[src/rtl/instr_packer.sv]
// Packs an RV32I instruction stream into 32-bit memory words, compressing a
// small set of instructions to 16-bit RVC parcels and carrying half-words across words.
module instr_packer #(
  parameter logic [31:0] BASE_ADDR = 32'h0000_0000
) (
  input  logic        clk,
  input  logic        rst_n,
  input  logic        in_valid,
  output logic        in_ready,
  input  logic [31:0] in_instr,
  input  logic        flush_req,
  output logic        flush_done,
  output logic        out_valid,
  input  logic        out_ready,
  output logic [31:0] out_word,
  output logic [31:0] out_addr,
  output logic [15:0] comp_cnt
);

  typedef enum logic {EMPTY, HALF} state_t;

  state_t      state_q, state_d;
  logic [15:0] hold_q, hold_d;
  logic        out_valid_q, out_valid_d;
  logic [31:0] out_word_q, out_word_d;
  logic [31:0] out_addr_q, out_addr_d;
  logic [15:0] comp_cnt_q, comp_cnt_d;
  logic        flush_done_q, flush_done_d;

  logic [6:0]  opcode;
  logic [4:0]  rd, rs1, rs2;
  logic [2:0]  funct3;
  logic [6:0]  funct7;
  logic        is_addi, is_add, imm_small, imm_nz;
  logic        is_comp;
  logic [15:0] cparcel;
  logic        accept, do_flush, hs, emit;
  logic [31:0] emit_word;

  // Parcels are stored little-endian: low byte at the lower address.
  function automatic logic [15:0] swap(input logic [15:0] p);
    return {p[7:0], p[15:8]};
  endfunction

  assign opcode = in_instr[6:0];
  assign rd     = in_instr[11:7];
  assign funct3 = in_instr[14:12];
  assign rs1    = in_instr[19:15];
  assign rs2    = in_instr[24:20];
  assign funct7 = in_instr[31:25];

  assign is_addi   = (opcode == 7'b0010011) && (funct3 == 3'b000);
  assign is_add    = (opcode == 7'b0110011) && (funct3 == 3'b000) && (funct7 == 7'b0);
  // A 12-bit immediate fits in 6 signed bits when bits [11:5] all agree.
  assign imm_small = (&in_instr[31:25]) || !(|in_instr[31:25]);
  assign imm_nz    = |in_instr[31:20];

  always_comb begin
    is_comp = 1'b0;
    cparcel = 16'h0000;
    if (in_instr == 32'h0000_0013) begin
      is_comp = 1'b1;
      cparcel = 16'h0001;
    end else if (is_addi && imm_small && imm_nz && rd != 5'd0 && rd == rs1) begin
      is_comp = 1'b1;
      cparcel = {3'b000, in_instr[25], rd, in_instr[24:20], 2'b01};
    end else if (is_addi && imm_small && rs1 == 5'd0 && rd != 5'd0) begin
      is_comp = 1'b1;
      cparcel = {3'b010, in_instr[25], rd, in_instr[24:20], 2'b01};
    end else if (is_add && rs1 == 5'd0 && rd != 5'd0 && rs2 != 5'd0) begin
      is_comp = 1'b1;
      cparcel = {4'b1000, rd, rs2, 2'b10};
    end else if (is_add && rd == rs1 && rd != 5'd0 && rs2 != 5'd0) begin
      is_comp = 1'b1;
      cparcel = {4'b1001, rd, rs2, 2'b10};
    end
  end

  assign in_ready = !out_valid_q || out_ready;
  assign accept   = in_valid && in_ready;
  assign do_flush = flush_req && !in_valid && in_ready;
  assign hs       = out_valid_q && out_ready;

  always_comb begin
    state_d      = state_q;
    hold_d       = hold_q;
    out_valid_d  = hs ? 1'b0 : out_valid_q;
    out_word_d   = out_word_q;
    out_addr_d   = hs ? out_addr_q + 32'd4 : out_addr_q;
    comp_cnt_d   = comp_cnt_q;
    flush_done_d = 1'b0;
    emit         = 1'b0;
    emit_word    = 32'h0;
    if (accept) begin
      if (is_comp) begin
        comp_cnt_d = comp_cnt_q + 16'd1;
        if (state_q == EMPTY) begin
          hold_d  = cparcel;
          state_d = HALF;
        end else begin
          emit      = 1'b1;
          emit_word = {swap(hold_q), swap(cparcel)};
          state_d   = EMPTY;
        end
      end else if (state_q == EMPTY) begin
        emit      = 1'b1;
        emit_word = {swap(in_instr[15:0]), swap(in_instr[31:16])};
      end else begin
        emit      = 1'b1;
        emit_word = {swap(hold_q), swap(in_instr[15:0])};
        hold_d    = in_instr[31:16];
      end
    end else if (do_flush) begin
      flush_done_d = 1'b1;
      if (state_q == HALF) begin
        // Pad the trailing half-word with C.NOP so the word stays executable.
        emit      = 1'b1;
        emit_word = {swap(hold_q), swap(16'h0001)};
        state_d   = EMPTY;
      end
    end
    if (emit) begin
      out_valid_d = 1'b1;
      out_word_d  = emit_word;
    end
  end

  always_ff @(posedge clk or negedge rst_n) begin
    if (!rst_n) begin
      state_q      <= EMPTY;
      hold_q       <= 16'h0000;
      out_valid_q  <= 1'b0;
      out_word_q   <= 32'h0;
      out_addr_q   <= BASE_ADDR;
      comp_cnt_q   <= 16'h0000;
      flush_done_q <= 1'b0;
    end else begin
      state_q      <= state_d;
      hold_q       <= hold_d;
      out_valid_q  <= out_valid_d;
      out_word_q   <= out_word_d;
      out_addr_q   <= out_addr_d;
      comp_cnt_q   <= comp_cnt_d;
      flush_done_q <= flush_done_d;
    end
  end

  assign out_valid  = out_valid_q;
  assign out_word   = out_word_q;
  assign out_addr   = out_addr_q;
  assign comp_cnt   = comp_cnt_q;
  assign flush_done = flush_done_q;

endmodule

[config.mk]
export PLATFORM = sky130hd
export DESIGN_NAME = instr_packer
export DESIGN_NICKNAME = d
export VERILOG_FILES = /design/src/rtl/instr_packer.sv
export SDC_FILE = /design/constraint.sdc
export NUM_CORES = 1
export LEC_CHECK = 0
export BUFFER_PORTS_ARGS = -buffer_cell sky130_fd_sc_hd__buf_2
export CORE_UTILIZATION = 43
export DETAILED_ROUTE_END_ITERATION = 8
export PLACE_DENSITY = 0.67
export SLEW_MARGIN = 20
export SYNTH_ARGS = -nofsm -noshare
export SYNTH_HDL_FRONTEND = slang
export SYNTH_SLANG_ARGS = --single-unit
[constraint.sdc]
create_clock -name clk -period 3.21 [get_ports clk]
set_input_delay 0.1605 -clock clk [delete_from_list [all_inputs] [get_ports clk]]
set_output_delay 0.1605 -clock clk [all_outputs]
set_load 0.01 [all_outputs]
==> impl_metrics.py <==
metrics = {
    "logic_synthesis": {
        "yosys.area.top_type": "dfrtp_1",
        "yosysUniqueCellTypes": 54,
        "synth_common_cells": "97 x dfrtp_1, 51 x nand2_1, 36 x nor2_1",
        "mappedNetlistArea_mm2": 0.00475,
        "count_leader_synth": "dfrtp_1",
        "synth-edff-count": 0,
        "yosysTopAreaCellShare_pct": 51.1,
        "number_of_storage_elements_in_the_synthesis_netlist": 97,
        "synth_area_per_cell_um2": 10.2,
        "postSynthCellCount": 464,
        "post_synth_main_area_contributors": "dfrtp_1 51%, xor2_1 4.8%, xnor2_1 4.2%",
        "async_set_or_reset_flop_fraction_in_the_synthesized_netlist_pct": 100,
        "synth_sequential_area_ratio_pct": 51.1,
        "synth_ff_type": "dfrtp_1",
        "yosysWarningCount": 0,
    },
    "layout": {
        "fillCellCount": 1008,
        "flow.area_growth_from_synthesis_pct": 24.1,
        "multi_input_area_mm2": 0.00219,
        "area.sequential_mm2": 0.00243,
        "utilization_pct": 54.7,
        "antenna_diode_count": 0,
        "drive_gt1_share_pct": 28.9,
        "fin_nets": 644,
    },
    "global_routing": {
        "grt_pass1_wl_mm": 20.3,
        "gr-total-overflow": 0,
        "initial_antenna_violation_count": 0,
        "grt_max_degree": 79,
        "grt_usage_pct": 22.8,
        "grt_pass1_vias": 3987,
    },
    "timing": {
        "timing.final.crit_share_pct": 90.5,
        "grt_setup_unrepaired": "false",
        "period_minus_slack_ns": 2.90,
        "setup_violators_final": 0,
        "max_transition_margin_pct": 50.2,
        "worst_slew_pin_slew_ns": 0.741,
        "timing.final.max_slew_violations": 0,
        "hold_viol_final": 0,
        "clock-skew-final_ns": 0.00895,
        "max_clock_freq_mhz": 344,
    },
    "setup_path": {
        "regToRegStartpoint": "out_addr[5]",
        "critical_path_peak_fanout": 14,
        "worst-setup-path-type": "primary input to register",
        "regToRegSetupSlack_ns": 0.82,
        "crit_path_start": "in_instr[28]",
        "setup.worst_path.start_class": "primary input",
        "crit_path_top_delay_cell": "or4_1",
        "critPathRequiredTime_ns": 3.46,
        "rr_worst_depth": 7,
        "path_cells": "buf_2 > or4_1 > or4_4 > a21oi_1 > nor3b_2 > a311oi_2 > inv_1 > ha_1 > nor2_1 > a21o_1 > buf_4 > and3_1 > a221o_1",
        "endpoint": "out_word[27]",
        "critical_path.endpoint_type": "register",
        "crit-reg2reg-capture": "out_addr[31]",
        "critical_path_arrival_ns": 3.15,
        "critical_path_max_stage_delay_ns": 0.54,
    },
    "flow_run": {
        "drv.max_cap_violation_count": 0,
    },
    "detailed_routing": {
        "route.detailed.drc": 0,
        "via_count": 4086,
        "avgRoutedWirePerCell_um": 16.8,
        "wirelength_mm": 12.6,
        "vias_per_cell": 5.46,
        "first_pass_iters": 6,
        "postRouteAntennaNets": 0,
        "dr.first_iter.drc_count": 292,
    },
    "clocking": {
        "clk_pin_slew_worst_paths_ns": 0.09,
        "postCtsResizedCells": 0,
        "clock-root-buffer": "clkbuf_8",
        "tritoncts.num_buffers": 9,
        "numClockSinks": 97,
        "cts_max_path_buffers": 2,
        "clk_latency_ns": 0.36,
        "clock_tree_from_tritoncts": "yes",
        "cts-htree-levels": 3,
    },
    "placement": {
        "dpl.hpwl_mm": 9.18,
        "gpl.final_weighted_congestion": 0.935,
        "buffer_ports.inserted": 117,
    },
    "die": {
        "die-area_mm2": 0.0115,
        "die_width_um": 107,
        "core_area_mm2": 0.0108,
        "placement_rows": 38,
        "top_level_ports": 120,
        "start_util_pct": 44.1,
        "die_height_um": 107,
    },
    "pwr": {
        "finalPower_w": 0.00271,
        "power.leakage_nw": 3.02,
        "power_density_mw_per_mm2": 459,
        "irDropWorstVdd_uv": 203,
    },
    "hold_path": {
        "hp-class": "primary input to register",
    },
    "outcome": {
        "run_status": "finished, final reports clean",
    },
}
-- power by group --
part / internal, W / switching (W) / leakage, nW
Combinational: 0.000194 / 0.000243 / 1.65
Clock: 0.000441 / 0.000428 / 0.108
Sequential: 0.00132 / 0.0000807 / 1.27
Total: 0.00196 / 0.000752 / 3.02
-- state kept, by name, indices dropped and copies added (netlist names) --
signal	flops
state_q	1
comp_cnt	16
out_addr	30
out_valid	1
hold_q	16
flush_done	1
out_word	32
-- worst min path at each step --
stage	endpoint	cells after the start	slack (ns)	startpoint
after floorplan	comp_cnt[0]	0	-0.14	rst_n
after global placement	out_addr[8]	1	0.38	rst_n
after detailed placement	out_addr[7]	1	0.39	rst_n
after CTS	out_word[11]	3	0.06	in_instr[3]
after global routing	out_word[28]	2	0.08	in_instr[4]
final	out_word[11]	3	0.08	in_instr[3]
-- worst max-delay path: cells and delay by family --
kind            cells  cell delay [ns]
fa+ha+maj           1             0.22
compound gates      4             0.82
simple gates        5             1.57
buf+inv             3             0.37
-- metrics by stage --
step / instance area (µm²) / setup slack (ns) / hold slack (ns) / TNS (ns) / cells
2_1_floorplan: 4770 / 0.000907 / -0.135 / 0 / 465
3_5_place_dp: 5670 / -0.119 / 0.391 / -1.08 / 732
6_report: 5900 / 0.305 / 0.0751 / 0 / 749
5_1_grt: 5900 / 0.115 / 0.0767 / 0 / 749
3_3_place_gp: 5670 / -0.0134 / 0.381 / -0.112 / 732
4_1_cts: 5890 / 0.268 / 0.0578 / 0 / 749
-- cell usage in the layout (no fill, tap or decap), types with 3 or more instances in the layout --
master / synthesis / routed
nor4_1: 8 / 8
ha_1: 3 / 3
buf_4: 2 / 27
mux2i_1: 11 / 11
clkbuf_8: 0 / 9
nand2_1: 51 / 51
nand3_1: 26 / 26
nand4_1: 12 / 12
xor2_1: 26 / 26
nor2_1: 36 / 36
nor3_1: 11 / 11
or4_1: 4 / 4
nor4b_1: 3 / 3
or2_2: 5 / 5
inv_1: 19 / 19
o21ai_0: 6 / 6
nor3b_1: 3 / 3
a21oi_1: 7 / 6
o211ai_1: 6 / 6
buf_2: 2 / 116
o21ai_1: 9 / 9
a32oi_1: 4 / 4
and3_1: 16 / 16
nor2b_1: 6 / 6
xnor2_1: 23 / 23
a221o_1: 13 / 13
dfrtp_1: 97 / 97
a211oi_1: 3 / 3
a222oi_1: 8 / 8
-- routing by layer --
metal,share of wire (%),global-route usage [%],up-vias,wire length (µm)
met4,1.1,7.14,0,143
met1,46,31.9,1983,5720
met3,6.4,4.50,13,801
li1,-,-,1948,-
met5,0,0,-,0
met2,47,35.4,142,5890
-- timing repair --
item,4_1_cts,5_1_grt
hold buffers,1,0
hold endpoints to repair,4,0
setup buffers,0,0
-- cells by family after synthesis --
logic type,after synthesis,share of synthesized area [%]
and+or+nand+nor,192,21.1
DFF,97,51.1
AOI/OAI and AO/OA,72,11.9
buffers and inverters,37,3.29
adders and majority gates,3,0.790
xor gates and xnor gates,49,9.03
other,1,0.0789
muxes,13,2.79
-- final cells by class --
| type | count | share of cell area (%) |
|---|---|---|
| multi-input combinational | 331 | 37.2 |
| clock buffer | 11 | 2.23 |
| clock inverter | 5 | 1.34 |
| timing repair buffer | 146 | 14.0 |
| inverter | 19 | 1.21 |
| sequential | 97 | 41.1 |
| tap | 140 | 2.97 |
Note: power is estimated with default switching activity, not from simulation.
